$ cat src/rtl/instr_fetch_unit.sv
// Instruction fetch stage: issues reads to a synchronous instruction memory,
// tags returned words with their PC in a prefetch queue, and supports redirects.
module instr_fetch_unit #(
  parameter logic [31:0] RESET_PC = 32'h0000_0000,
  parameter int unsigned DEPTH    = 4,
  parameter int unsigned IMEM_AW  = 4
) (
  input  logic               CLK,
  input  logic               RST_N,
  input  logic               redirect_valid,
  input  logic [31:0]        redirect_pc,
  output logic               imem_en,
  output logic [IMEM_AW-1:0] imem_addr,
  input  logic [31:0]        imem_rdata,
  output logic               out_valid,
  input  logic               out_ready,
  output logic [31:0]        out_instr,
  output logic [31:0]        out_pc
);

  localparam int unsigned PW = (DEPTH > 1) ? $clog2(DEPTH) : 1;
  localparam int unsigned CW = PW + 1;

  logic [31:0]   fetch_pc;
  logic [31:0]   pend_pc;
  logic          pend_valid;
  logic [PW-1:0] rd_ptr;
  logic [PW-1:0] wr_ptr;
  logic [CW-1:0] count;
  logic [31:0]   q_pc    [DEPTH];
  logic [31:0]   q_instr [DEPTH];

  logic [CW-1:0] occupancy;
  logic          issue;
  logic          push;
  logic          pop;

  // Occupancy counts the in-flight read so a returning word always has a slot.
  always_comb begin
    occupancy = count + CW'(pend_valid);
    issue     = RST_N && !redirect_valid && (occupancy < CW'(DEPTH));
    push      = pend_valid && !redirect_valid;
    pop       = out_valid && out_ready;
  end

  assign imem_en   = issue;
  assign imem_addr = fetch_pc[IMEM_AW+1:2];
  assign out_valid = (count != '0);
  assign out_instr = q_instr[rd_ptr];
  assign out_pc    = q_pc[rd_ptr];

  always_ff @(posedge CLK or negedge RST_N) begin
    if (!RST_N) begin
      fetch_pc   <= RESET_PC;
      pend_pc    <= '0;
      pend_valid <= 1'b0;
      rd_ptr     <= '0;
      wr_ptr     <= '0;
      count      <= '0;
    end else if (redirect_valid) begin
      fetch_pc   <= {redirect_pc[31:2], 2'b00};
      pend_valid <= 1'b0;
      rd_ptr     <= '0;
      wr_ptr     <= '0;
      count      <= '0;
    end else begin
      pend_valid <= issue;
      if (issue) begin
        pend_pc  <= fetch_pc;
        fetch_pc <= fetch_pc + 32'd4;
      end
      if (push) wr_ptr <= wr_ptr + 1'b1;
      if (pop)  rd_ptr <= rd_ptr + 1'b1;
      case ({push, pop})
        2'b10:   count <= count + 1'b1;
        2'b01:   count <= count - 1'b1;
        default: count <= count;
      endcase
    end
  end

  always_ff @(posedge CLK) begin
    if (push) begin
      q_pc[wr_ptr]    <= pend_pc;
      q_instr[wr_ptr] <= imem_rdata;
    end
  end

endmodule
$ cat config.mk
export PLATFORM = sky130hd
export DESIGN_NAME = instr_fetch_unit
export DESIGN_NICKNAME = d
export VERILOG_FILES = /design/src/rtl/instr_fetch_unit.sv
export SDC_FILE = /design/constraint.sdc
export NUM_CORES = 1
export LEC_CHECK = 0
export CORE_UTILIZATION = 45
export DETAILED_ROUTE_END_ITERATION = 8
export PLACE_DENSITY = 0.66
export SLEW_MARGIN = 40
export SYNTH_ARGS = -nofsm -noshare
export SYNTH_HDL_FRONTEND = slang
export SYNTH_SLANG_ARGS = --single-unit
export TNS_END_PERCENT = 20
$ cat constraint.sdc
create_clock -name CLK -period 2.97 [get_ports CLK]
set_input_delay 0.594 -clock CLK [delete_from_list [all_inputs] [get_ports CLK]]
set_output_delay 0.594 -clock CLK [all_outputs]
set_load 0.03 [all_outputs]
==> out/qor.csv, run 1 <==
stage,metric,value,unit
run_status,status,completed,
global_routing,grt_pass1_wl,37800,um
clock_tree,clk_path_buf_depth,3,
placed_design,gp_congestion,0.768,
sta,finalCritPeriodShare,95.8,%
floorplanning,dieWidth,167,um
critical_path,setup.worst_path.start_class,flop,
synthesis,syn_inst,638,
detailed_routing,drtIter0Drc,456,
sta,period_needed,2.85,ns
detailed_routing,firstDrtPassIters,4,
synthesis,synth_top_cell_by_area,edfxtp_1,
placed_design,io_buffer_count,133,
clock_tree,cts.clk_slew.worst_paths,0.06,ns
sta,hold_viol,0,
synthesis,syn_area,0.0123,mm2
detailed_routing,ant_nets,0,
global_routing,grt_pass1_vias,6630,
global_routing,grt_max_degree,68,
sta,setup_viol,0,
synthesis,synth_most_common_cell,edfxtp_1,
cells_and_area,syn_to_final_growth,23.1,%
global_routing,grt_use_total,17.6,%
synthesis,ys_warn_count,0,
pwr,switchingPower,3120,uW
clock_tree,clkLatencyLatePin,0.50,ns
critical_path,worstPathRequired,2.38,ns
clock_tree,root_buffer,clkbuf_16,
floorplanning,rows,60,
synthesis,ys_types,38,
detailed_routing,vias,6250,
pwr,powerDensity,783,mW/mm2
critical_path,end_kind,output port,
sta,max_freq,0.351,GHz
detailed_routing,wl,24000,um
synthesis,ys_seq_elements,316,
floorplanning,start_util,45.9,%
critical_path,slowest_stage,mux4_2,
synthesis,syn_avg_cell_area,19.3,um2
floorplanning,core,0.0269,mm2
critical_path,cp_max_fo,26,
synthesis,async_reset_ff_share,21.5,%
floorplanning,die_h,167,um
sta,max_slew.worst_pin.slew,0.716,ns
placed_design,dp_hpwl,15100,um
critical_path,critPathArrivalTime,2.25,ns
pwr,p_sw_share,26.2,%
run,drv_cap,0,
cells_and_area,fillers,2061,
clock_tree,cts_tree,built,
synthesis,yosysTopAreaCellShare,60.4,%
synthesis,synthTopCellsByArea,"edfxtp_1 (60%), dfrtp_1 (14%), mux4_2 (11%)",
sta,tns,0,ns
global_routing,antenna_found_initial,0,
pwr,power.internal,8760,uW
cells_and_area,final_layout_size_suffix_gt1_share,22.9,%
min_path,hp-class,input pin to async pin,
synthesis,ys_top_cells_by_count,"edfxtp_1 (248), dfrtp_1 (68), mux4_2 (62)",
pwr,combPwrFrac,17.5,%
sta,maxSlewHeadroom,51.9,%
synthesis,synth_edf_count,248,
pwr,clockPowerShare,34.3,%
detailed_routing,wl_per_cell,20.7,um
critical_path,crit_start,rd_ptr[0],
detailed_routing,viasPerCell,5.39,
sta,fin_skew,0.0105,ns
global_routing,overflow,0,
detailed_routing,drc,0,
cells_and_area,final_util,56.5,%
pwr,irDropWorstVdd,485,uV
critical_path,crit_type,flop to output port,
cells_and_area,n_antenna_cell,0,
sta,whs,0.426,ns
synthesis,yosysSeqAreaShare,74.2,%
clock_tree,cts_buffers,34,
critical_path,cpPeakStageDelay,0.55,ns
floorplanning,dieArea,0.0281,mm2
critical_path,crit_chain,"buf_12, mux4_2, dlygate4sd2_1",
sta,rsz0062_at_grt,false,
floorplanning,io_pins,138,
cells_and_area,nets,869,
sta,drv_slew,0,
synthesis,synth_ff_type,edfxtp_1,
clock_tree,cts.sinks,316,
pwr,pwr-share-seq,48.2,%
critical_path,r2r-start,count[0],
clock_tree,cts_max_level,2,
pwr,p_leak,0.00522,uW
flip-flops by register name, summed over array words and instances, names as in the netlist:
register / flops
count: 3
rd_ptr: 2
q_pc: 120
q_instr: 128
fetch_pc: 30
pend_pc: 30
pend_valid: 1
wr_ptr: 2
layout make-up:
class	count	area [um2]	area share (%)
clock buffer	46	980	6.46
clock inverter	13	108	0.709
timing repair buffer	156	1490	9.82
tap	341	427	2.81
inverter	6	22.5	0.148
sequential	316	9160	60.3
multi-input combinational	281	2990	19.7
cell usage in the layout, fill, tap and decap left out, types with 2 or more instances in the layout:
master	instances
a31oi_1	2
and2_1	4
and2_4	4
and3_1	5
and4_1	3
buf_12	6
buf_2	2
buf_4	21
bufinv_16	2
clkbuf_1	7
clkbuf_16	37
clkbuf_8	2
clkdlybuf4s50_1	69
clkinv_1	7
clkinv_2	5
conb_1	2
dfrtp_1	66
dfrtp_4	2
dlygate4sd2_1	56
edfxtp_1	248
ha_1	5
inv_1	5
mux2_2	32
mux2i_1	4
mux4_2	62
nand2_1	32
nand3_1	12
nand4_1	15
nor2_1	15
nor2b_1	2
nor3_1	2
nor4_2	6
o21ai_0	21
o21ai_1	7
or3_1	4
xnor2_1	14
xor2_1	19
worst paths after layout:
path                                end  slack (ns)  cells past startpoint
max                        out_instr[8]        0.12                      3
min                            count[1]        0.43                      2
max reg2reg                    count[2]        0.50                      7
min reg2reg                 q_pc[1][12]        0.52                      0
max in group asynchronous     rd_ptr[1]        1.67                      3
min in group CLK            q_pc[1][12]        0.52                      0
metrics by stage:
stage | total power, uW | cells | cell area, um2 | worst slack [ns]
after floorplan | 7110 | 639 | 12300 | 0.0787
after global placement | 7990 | 1098 | 14100 | 0.277
after detailed placement | 8060 | 1098 | 14100 | 0.270
after CTS | 12000 | 1159 | 15200 | 0.0720
after global routing | 12300 | 1159 | 15200 | 0.0164
final | 11900 | 1159 | 15200 | 0.125
worst max-delay path, delay by kind of cell, from the launching register on:
kind | cells | cell delay, ns
mux | 1 | 0.55
buf+inv | 2 | 0.64
flops | 1 | 0.53
cell families after synthesis:
group | count (synthesis) | share of synthesized area, %
flip-flops | 316 | 74.2
AND/OR/NAND/NOR | 110 | 5.16
multiplexers | 98 | 14.6
buffers and inverters | 42 | 1.64
XOR/XNOR | 33 | 2.35
AO/OA/AOI/OAI | 32 | 1.34
adder cells (fa/ha/maj) | 6 | 0.670
other | 1 | 0.0304
power groups by stage:
stage / clock network (uW) / logic (uW) / registers (uW)
after floorplan: 0 / 1470 / 5650
final: 4070 / 2080 / 5720
after detailed placement: 0 / 2240 / 5820
after global placement: 0 / 2210 / 5780
after global routing: 4340 / 2220 / 5780
after CTS: 4160 / 2120 / 5730
per-layer routing:
layer,GRT usage (%),vias to the layer above,wire (um)
met5,0,-,0
li1,-,2820,-
met4,4.59,0,406
met1,23.6,3224,10400
met2,29.3,178,11800
met3,3.97,28,1330
what timing repair did:
action,in CTS,in global routing
gates resized for setup,57,0
setup buffers,1,0
endpoints found under the setup margin,52,0
hold endpoints to repair,1,0
hold buffers,1,0
(Power assumes the default switching activity.)
==> inputs of run 2 (changes only) <==
- RECOVER_POWER: default -> 50
- clock period: 2.97 -> 3.55 ns (I/O delays scaled with it)
==> run 2 against run 1 <==
Net effect: the run now ends with capacitance limit, slew limit left; combinational power is 12% lower; power is 15% lower; setup slack better by 0.094 ns; first-iteration DRC count is 5.3% lower; hold slack better by 0.080 ns; non-clock buffer count is 4 lower; critical path depth stayed put; clock skew is 0.0058 ns higher; via count is 0.26% higher; sequential share of layout area is 0.28 points lower; flip-flop and latch count stayed put; critical path type unchanged.
==> out/qor.csv, run 2 (same netlist as run 1, synthesis figures left out) <==
stage,metric,value,unit
critical_path,worst-path-buf-inv,2,
floorplanning,rows,60,
global_routing,antenna_found_initial,0,
clock_tree,cts_max_level,2,
critical_path,cp_max_fo,19,
floorplanning,start_util,45.9,%
floorplanning,die_h,167,um
sta,setup_viol,0,
sta,drv_slew,65,
critical_path,cpPeakStageDelay,0.69,ns
critical_path,critPathTopFamily,buffers and inverters,
detailed_routing,drtIter0Drc,432,
placed_design,dp_hpwl,14700,um
sta,period_needed,3.33,ns
cells_and_area,reg_top3,"q_instr x128, q_pc x120",
critical_path,end_kind,output port,
critical_path,critPathArrivalTime,2.62,ns
clock_tree,cts.sinks,316,
critical_path,slowest_stage,dfrtp_4,
detailed_routing,wl_per_cell,20.2,um
clock_tree,cts_resized,0,
cells_and_area,regArea,0.00915,mm2
critical_path,worstPathRequired,2.84,ns
detailed_routing,firstDrtPassIters,5,
detailed_routing,vias,6266,
detailed_routing,ant_nets,0,
detailed_routing,viasPerCell,5.42,
clock_tree,postCtsSetupBuffers,0,
min_path,hp-class,flop to flop,
pwr,p_leak,0.00513,uW
critical_path,crit_type,flop to output port,
placed_design,io_buffer_count,133,
cells_and_area,layout_common_cells,"edfxtp_1 (248), clkdlybuf4s50_1 (98), dfrtp_1 (66), mux4_2 (62), clkbuf_16 (36)",
floorplanning,core,0.0269,mm2
clock_tree,clkLatencyLatePin,0.50,ns
sta,maxSlewHeadroom,-16.2,%
sta,finalCritPeriodShare,93.8,%
sta,max_slew.worst_pin.slew,1.74,ns
floorplanning,io_pins,138,
floorplanning,dieWidth,167,um
clock_tree,cts.clk_slew.worst_paths,0.06,ns
pwr,irDropWorstVdd,307,uV
global_routing,grt_pass1_vias,6677,
sta,whs,0.506,ns
clock_tree,cts_buffers,34,
cells_and_area,fillers,2039,
cells_and_area,top_register,q_instr,
global_routing,grt_pass1_wl,37300,um
cells_and_area,n_antenna_cell,0,
detailed_routing,wl,23400,um
cells_and_area,syn_to_final_growth,23.6,%
global_routing,grt_max_degree,63,
sta,hold_viol,0,
sta,fin_skew,0.0162,ns
clock_tree,clk_path_buf_depth,3,
placed_design,gp_congestion,0.774,
sta,rsz0062_at_grt,false,
cells_and_area,largest_register_ffs,128,
run_status,violations,"capacitance limit, slew limit",
critical_path,crit_chain,"buf_12, mux4_2, clkdlybuf4s50_1",
sta,tns,0,ns
detailed_routing,drc,0,
global_routing,grt_use_total,17.4,%
clock_tree,root_buffer,clkbuf_16,
run_status,status,"complete, but fails checks",
pwr,powerDensity,663,mW/mm2
global_routing,overflow,0,
clock_tree,cts_tree,built,
critical_path,setup.worst_path.start_class,flop,
clock_tree,hold_buffers,0,
cells_and_area,nets,865,
cells_and_area,multi_input_area,0.00299,mm2
cells_and_area,layout_commonest_cell,edfxtp_1,
cells_and_area,final_layout_size_suffix_gt1_share,22.3,%
sta,max_freq,0.300,GHz
pwr,power,10100,uW
floorplanning,dieArea,0.0281,mm2
run,drv_cap,2,
run 2: path summary, 6_finish.rpt:
kind / end / slack (ns) / from / depth (start not counted)
worst max-delay path: out_pc[15] / 0.22 / rd_ptr[0] / 3
worst min-delay path: q_pc[0][19] / 0.51 / pend_pc[19] / 0
worst max register to register: q_pc[2][27] / 0.59 / pend_valid / 3
worst min register to register: q_pc[0][19] / 0.51 / pend_pc[19] / 0
max in group asynchronous: rd_ptr[0] / 0.91 / RST_N / 3
min in group asynchronous: fetch_pc[6] / 0.87 / RST_N / 2
run 2: layout make-up:
class | instances | share of cell area (%)
sequential | 316 | 60.1
multi-input combinational | 281 | 19.6
timing repair buffer | 152 | 10.0
clock buffer | 44 | 6.24
tap | 341 | 2.80
clock inverter | 17 | 1.11
inverter | 6 | 0.148
run 2: per-stage QoR:
step / cells / setup WS [ns] / instance area, um2 / util (%)
floorplan: 639 / 0.543 / 12300 / -
global placement: 1095 / 0.701 / 14100 / 52.5
detailed placement: 1096 / 0.678 / 14100 / 52.6
CTS: 1157 / 0.151 / 15300 / 56.8
global route: 1157 / 0.0913 / 15200 / 56.7
finish: 1157 / 0.218 / 15200 / 56.7
run 2: power by group:
group	leakage [uW]	internal [uW]	switching, uW	total (uW)
logic	0.00151	890	949	1840
clock network	0.000547	2120	1360	3470
registers	0.00307	4470	319	4790
total	0.00513	7480	2620	10100
run 2: layer usage:
metal	track usage, %	routed length, um
met1	24.2	10400
met2	28.0	11200
met3	3.33	1150
met4	5.27	555
met5	0	0
==> inputs of run 3 (changes only) <==
- CAP_MARGIN: default -> 20
==> results of run 3 <==
No change in the layout: final DEF, timing and power equal those of run 2.
==> patch 1, RTL diff (settings of run 1) <==
Change the parameter `IMEM_AW` from 4 to 5.
--- a/src/rtl/instr_fetch_unit.sv
+++ b/src/rtl/instr_fetch_unit.sv
@@ -4,5 +4,5 @@
   parameter logic [31:0] RESET_PC = 32'h0000_0000,
   parameter int unsigned DEPTH    = 4,
-  parameter int unsigned IMEM_AW  = 4
+  parameter int unsigned IMEM_AW  = 5
 ) (
   input  logic               CLK,
Ports: changed (resized imem_addr); port bits go from 138 to 139. The function was not compared with the original's and may differ.
==> patch 1 against run 1 <==
  * First-iteration DRC count is 6.6% higher
  * Via count increased by 0.72%
  * Wire length up 0.46%
  * Cell area up 0.62%
  * Core utilization increased by 0.19 points
  * Power rose by 1.8%
  * Worst setup slack got worse by 13 ps
  * Register-to-register slack gained 70 ps
  * Synthesized area about the same
  * Synthesized cell count grew 0.16%
  * Sequential cell count unchanged
==> patch 1: results (changes against run 1) <==
stage,metric,value,unit,change
outcome,status,"finished, final reports clean",,unchanged
cts,worstSkewPairLatency,560,ps,was 500 ps
cts,clkTransAtPathRegs,60,ps,about the same
sta,worstMarginPinSlew,664,ps,was 716 ps
sta,clock_skew,16.6,ps,was 10.5 ps
global_routing,grt_max_degree,63,,was 68
placed_design,dpl.hpwl,15.2,mm,was 15.1 mm
synth,seq_area_frac_synth,74.2,%,about the same
route,drtIter0Drc,486,,was 456
placed_design,dp_slack,358,ps,was 270 ps
cts,root_buffer,clkbuf_16,,unchanged
synth,synth.distinct_cells,38,,unchanged
power,ir_drop,0.000451,V,was 0.000485 V
route,first_pass_iters,5,,was 4
setup_path,critPathMaxFanout,9,,was 26
global_routing,met1_usage,24.0,%,was 23.6%
route,routed_wl,24.1,mm,was 24.0 mm
synth,ys_top_cells_by_area,"edfxtp_1 (60%), dfrtp_1 (14%), mux4_2 (11%)",,unchanged
placed_design,numPortBuffers,134,,was 133
global_routing,grt_pass1_wl,37.6,mm,was 37.8 mm
power,cellInternalPower,8.95,mW,was 8.76 mW
placed_design,gp_congestion,0.809,,was 0.768
route,viasPerCell,5.40,,was 5.39
power,p_leak,5.27,nW,was 5.22 nW
cells_and_area,fin_nets,873,,was 869
global_routing,use_met2,29.1,%,was 29.3%
cells_and_area,final_layout_size_suffix_gt1_share,25.8,%,was 22.9%
cts,cts_buffers,31,,was 34
global_routing,track_usage,17.5,%,was 17.6%
cts,htreeDepth,1,,was 2
global_routing,grt.met3_usage,2.93,%,was 3.97%
setup_path,critPathSlowestCell,mux4_2,,unchanged
global_routing,first_global_vias,6684,,was 6630
==> patch 1: changes by cell type in the layout (fill, tap and decap cells not counted), sizes merged <==
cell | before | now
buf | 30 | 50
dlygate4sd2 | 56 | 44
clkbuf | 46 | 41
bufinv | 2 | 6
clkinv | 12 | 9
clkinvlp | 0 | 2
dlygate4sd3 | 1 | 0
inv | 5 | 6
==> patch 1: worst paths after layout <==
path | to | slack [ps] | cells after the start
hold reg to reg | q_pc[1][18]$_DFFE_PP_ | 510 | 0
hold / removal | pend_pc[21]$_DFFE_PN0P_ | 110 | 2
setup reg to reg | count[2]$_DFFE_PN0P_ | 570 | 7
min in group CLK | q_pc[1][18]$_DFFE_PP_ | 510 | 0
max in group asynchronous | rd_ptr[1]$_DFFE_PN0P_ | 2360 | 2
setup / recovery | out_pc[3] | 110 | 4
==> patch 1: per-stage QoR <==
stage,hold slack (ps),cells,instance area (µm²),TNS [ps]
floorplan,298,640,12300,0
global placement,489,1101,14100,0
detailed placement,504,1101,14100,0
CTS,98.4,1159,15200,-1.73
global route,128,1165,15300,0
finish,113,1165,15300,0
==> patch 1: timing repair <==
action / 4_1_cts / 5_1_grt
endpoints found under the setup margin: 52 / 17
setup buffers: 0 / 6
resized for setup: 49 / 0
==> patch 1: area by class of cell <==
| cell class | count | area (µm²) |
|---|---|---|
| clock buffers | 41 | 887 |
| well taps | 341 | 427 |
| fillers | 2035 | 11700 |
| clock inverters | 17 | 244 |
| multi-input cells | 281 | 2990 |
| inverters | 6 | 22.5 |
| flip-flops and latches | 316 | 9160 |
| repair buffers | 163 | 1540 |
==> patch 1: metal layers <==
metal / wire length [µm] / vias up
met5: 0 / -
li1: - / 2823
met2: 11900 / 177
met3: 1200 / 36
met4: 436 / 0
met1: 10600 / 3259
==> patch 1: kinds of logic after synthesis <==
group | Yosys count | synth area share (%)
DFF | 316 | 74.2
and+or+nand+nor | 110 | 5.15
muxes | 98 | 14.6
buffers and inverters | 43 | 1.70
xor gates and xnor gates | 33 | 2.34
AOI/OAI and AO/OA | 32 | 1.34
adders and majority gates | 6 | 0.670
other | 1 | 0.0304
==> patch 1: worst reg2reg max path: stages (launching register included) <==
cell and delay, ps:
dfrtp_1 450, o31ai_1 620, nor2_1 140, fa_1 410
or3_1 380, nand2_1 90, xnor2_1 120, nor2_1 50
==> patch 1: power groups by stage <==
stage,logic [mW],registers [mW],clock network [mW]
finish,2.14,5.71,4.23
global route,2.29,5.77,4.48
CTS,2.15,5.72,4.33
detailed placement,2.24,5.82,0
global placement,2.22,5.77,0
floorplan,1.47,5.65,0
==> patch 2, RTL diff (config.mk and constraints of run 1) <==
Made on the original files. Make the reset (`RST_N`) synchronous in one clocked block.
--- a/src/rtl/instr_fetch_unit.sv
+++ b/src/rtl/instr_fetch_unit.sv
@@ -50,5 +50,5 @@
   assign out_pc    = q_pc[rd_ptr];
 
-  always_ff @(posedge CLK or negedge RST_N) begin
+  always_ff @(posedge CLK) begin
     if (!RST_N) begin
       fetch_pc   <= RESET_PC;
Behaviour: differs if RST_N is asserted again (counterexample within 4 cycles, from zero or initial values and one cycle with RST_N low); with RST_N held inactive, the same outputs for 4 cycles.
==> patch 2 against run 1 <==
  * Sequential cell count grew 2
  * The run now ends with DRC left
  * Sequential share of layout area fell by 1.1 points
  * Clock skew rose by 14 ps
  * Cell area decreased by 1.5%
  * Wire length fell by 1.4%
  * Critical path depth fell by 1
  * Synthesized area is 1.5% lower
  * Highest routed layer unchanged
  * Cell count up 6.6%
  * Worst setup slack improved by 23 ps
  * Largest cell class unchanged
Power is not compared: it rests on default switching activity, and its combinational part moved more than twofold at a synthesized area within 25%.
==> patch 2: results (changes against run 1) <==
stage,metric,value,unit,change
synth,ys_async_sr_fraction,0,%,was 21.5%
placed_design,dpl.hpwl,14.3,mm,was 15.1 mm
route,dr_wl_met3,1.53,mm,was 1.33 mm
route,wl_met1,11.1,mm,was 10.4 mm
cells_and_area,fillers,2120,,was 2061
global_routing,grt_max_degree,63,,was 68
global_routing,grt.met3_usage,3.48,%,was 3.97%
sta,worstMarginPinSlew,576,ps,was 716 ps
route,wl_met2,10.8,mm,was 11.8 mm
placed_design,dp_slack,387,ps,was 270 ps
synth,synth.area.mux_share,11.7,%,was 14.6%
synth,ys_top_cells_by_area,"edfxtp_1 (61%), dfxtp_1 (12%), mux4_2 (12%)",,"was edfxtp_1 (60%), dfrtp_1 (14%), mux4_2 (11%)"
setup_path,max_stage_delay,630,ps,was 550 ps
synth,seq_area_frac_synth,72.9,%,was 74.2%
route,routed_wl,23.7,mm,was 24.0 mm
cts,ctsHoldBuffers,0,,was 1
synth,synth_xor_area_share,2.02,%,was 2.35%
outcome,violations,DRC,,
route,first_pass_iters,7,,was 4
route,drc_errors,15,,was 0
setup_path,arrival,2230,ps,was 2250 ps
cells_and_area,final_layout_size_suffix_gt1_share,16.1,%,was 22.9%
route,drtIter0Drc,593,,was 456
outcome,status,"finished, violations left",,"was finished, final reports clean"
synth,avgSynthCellArea,16.7,µm²,was 19.3 µm²
setup_path,critPathMaxFanout,8,,was 26
synth,synth.distinct_cells,41,,was 38
cells_and_area,fin_nets,953,,was 869
route,viasPerCell,5.41,,was 5.39
cells_and_area,final_cell_count_no_fill,1235,,was 1159
global_routing,use_met2,27.6,%,was 29.3%
sta,clock_skew,24.8,ps,was 10.5 ps
-- patch 2: cell count changes after synthesis, sizes merged, moves of 6 or more --
cell	delta
mux2	-32
a31oi	+6
dfrtp	-68
clkbuf	+9
inv	+6
a21oi	+47
xnor2	-7
nand2	+51
o21ai	-10
dfxtp	+70
-- patch 2: final timing paths --
kind | startpoint | to | slack [ps] | cells past startpoint
worst max-delay path | flop | out_pc[5] | 150 | 2
worst min-delay path | pend_pc[15]$_SDFFE_PN0P_ | pend_pc[15]$_SDFFE_PN0P_ | 490 | 2
worst max register to register | count[2]$_SDFFE_PP0P_ | count[2]$_SDFFE_PP0P_ | 890 | 8
worst min register to register | pend_pc[15]$_SDFFE_PN0P_ | pend_pc[15]$_SDFFE_PN0P_ | 490 | 2
-- patch 2: timing repair --
action	CTS	global route
gates cloned	0	0
endpoints found under the setup margin	52	5
buffers inserted	0	0
resized for setup	55	5
-- patch 2: layout make-up --
class | instances | area [µm²] | share of cell area [%]
flip-flops and latches | 318 | 8860 | 59.3
clock inverters | 15 | 92.6 | 0.620
well taps | 335 | 419 | 2.80
repair buffers | 157 | 1570 | 10.5
multi-input cells | 354 | 3060 | 20.5
clock buffers | 43 | 895 | 5.99
inverters | 13 | 48.8 | 0.327
-- patch 2: where the power goes --
group / internal [mW] / switching [mW]
Combinational: 0.193 / 0.224
Sequential: 4.85 / 0.0652
Clock: 2.14 / 1.63
Total: 7.18 / 1.92
-- patch 2: logic make-up (layout without fill, tap and decap cells) --
group	after synthesis	count (layout)
muxes	65	65
AOI/OAI and AO/OA	91	91
and+or+nand+nor	161	161
buffers and inverters	55	228
adders and majority gates	7	7
xor gates and xnor gates	28	28
DFF	318	318
other	1	2
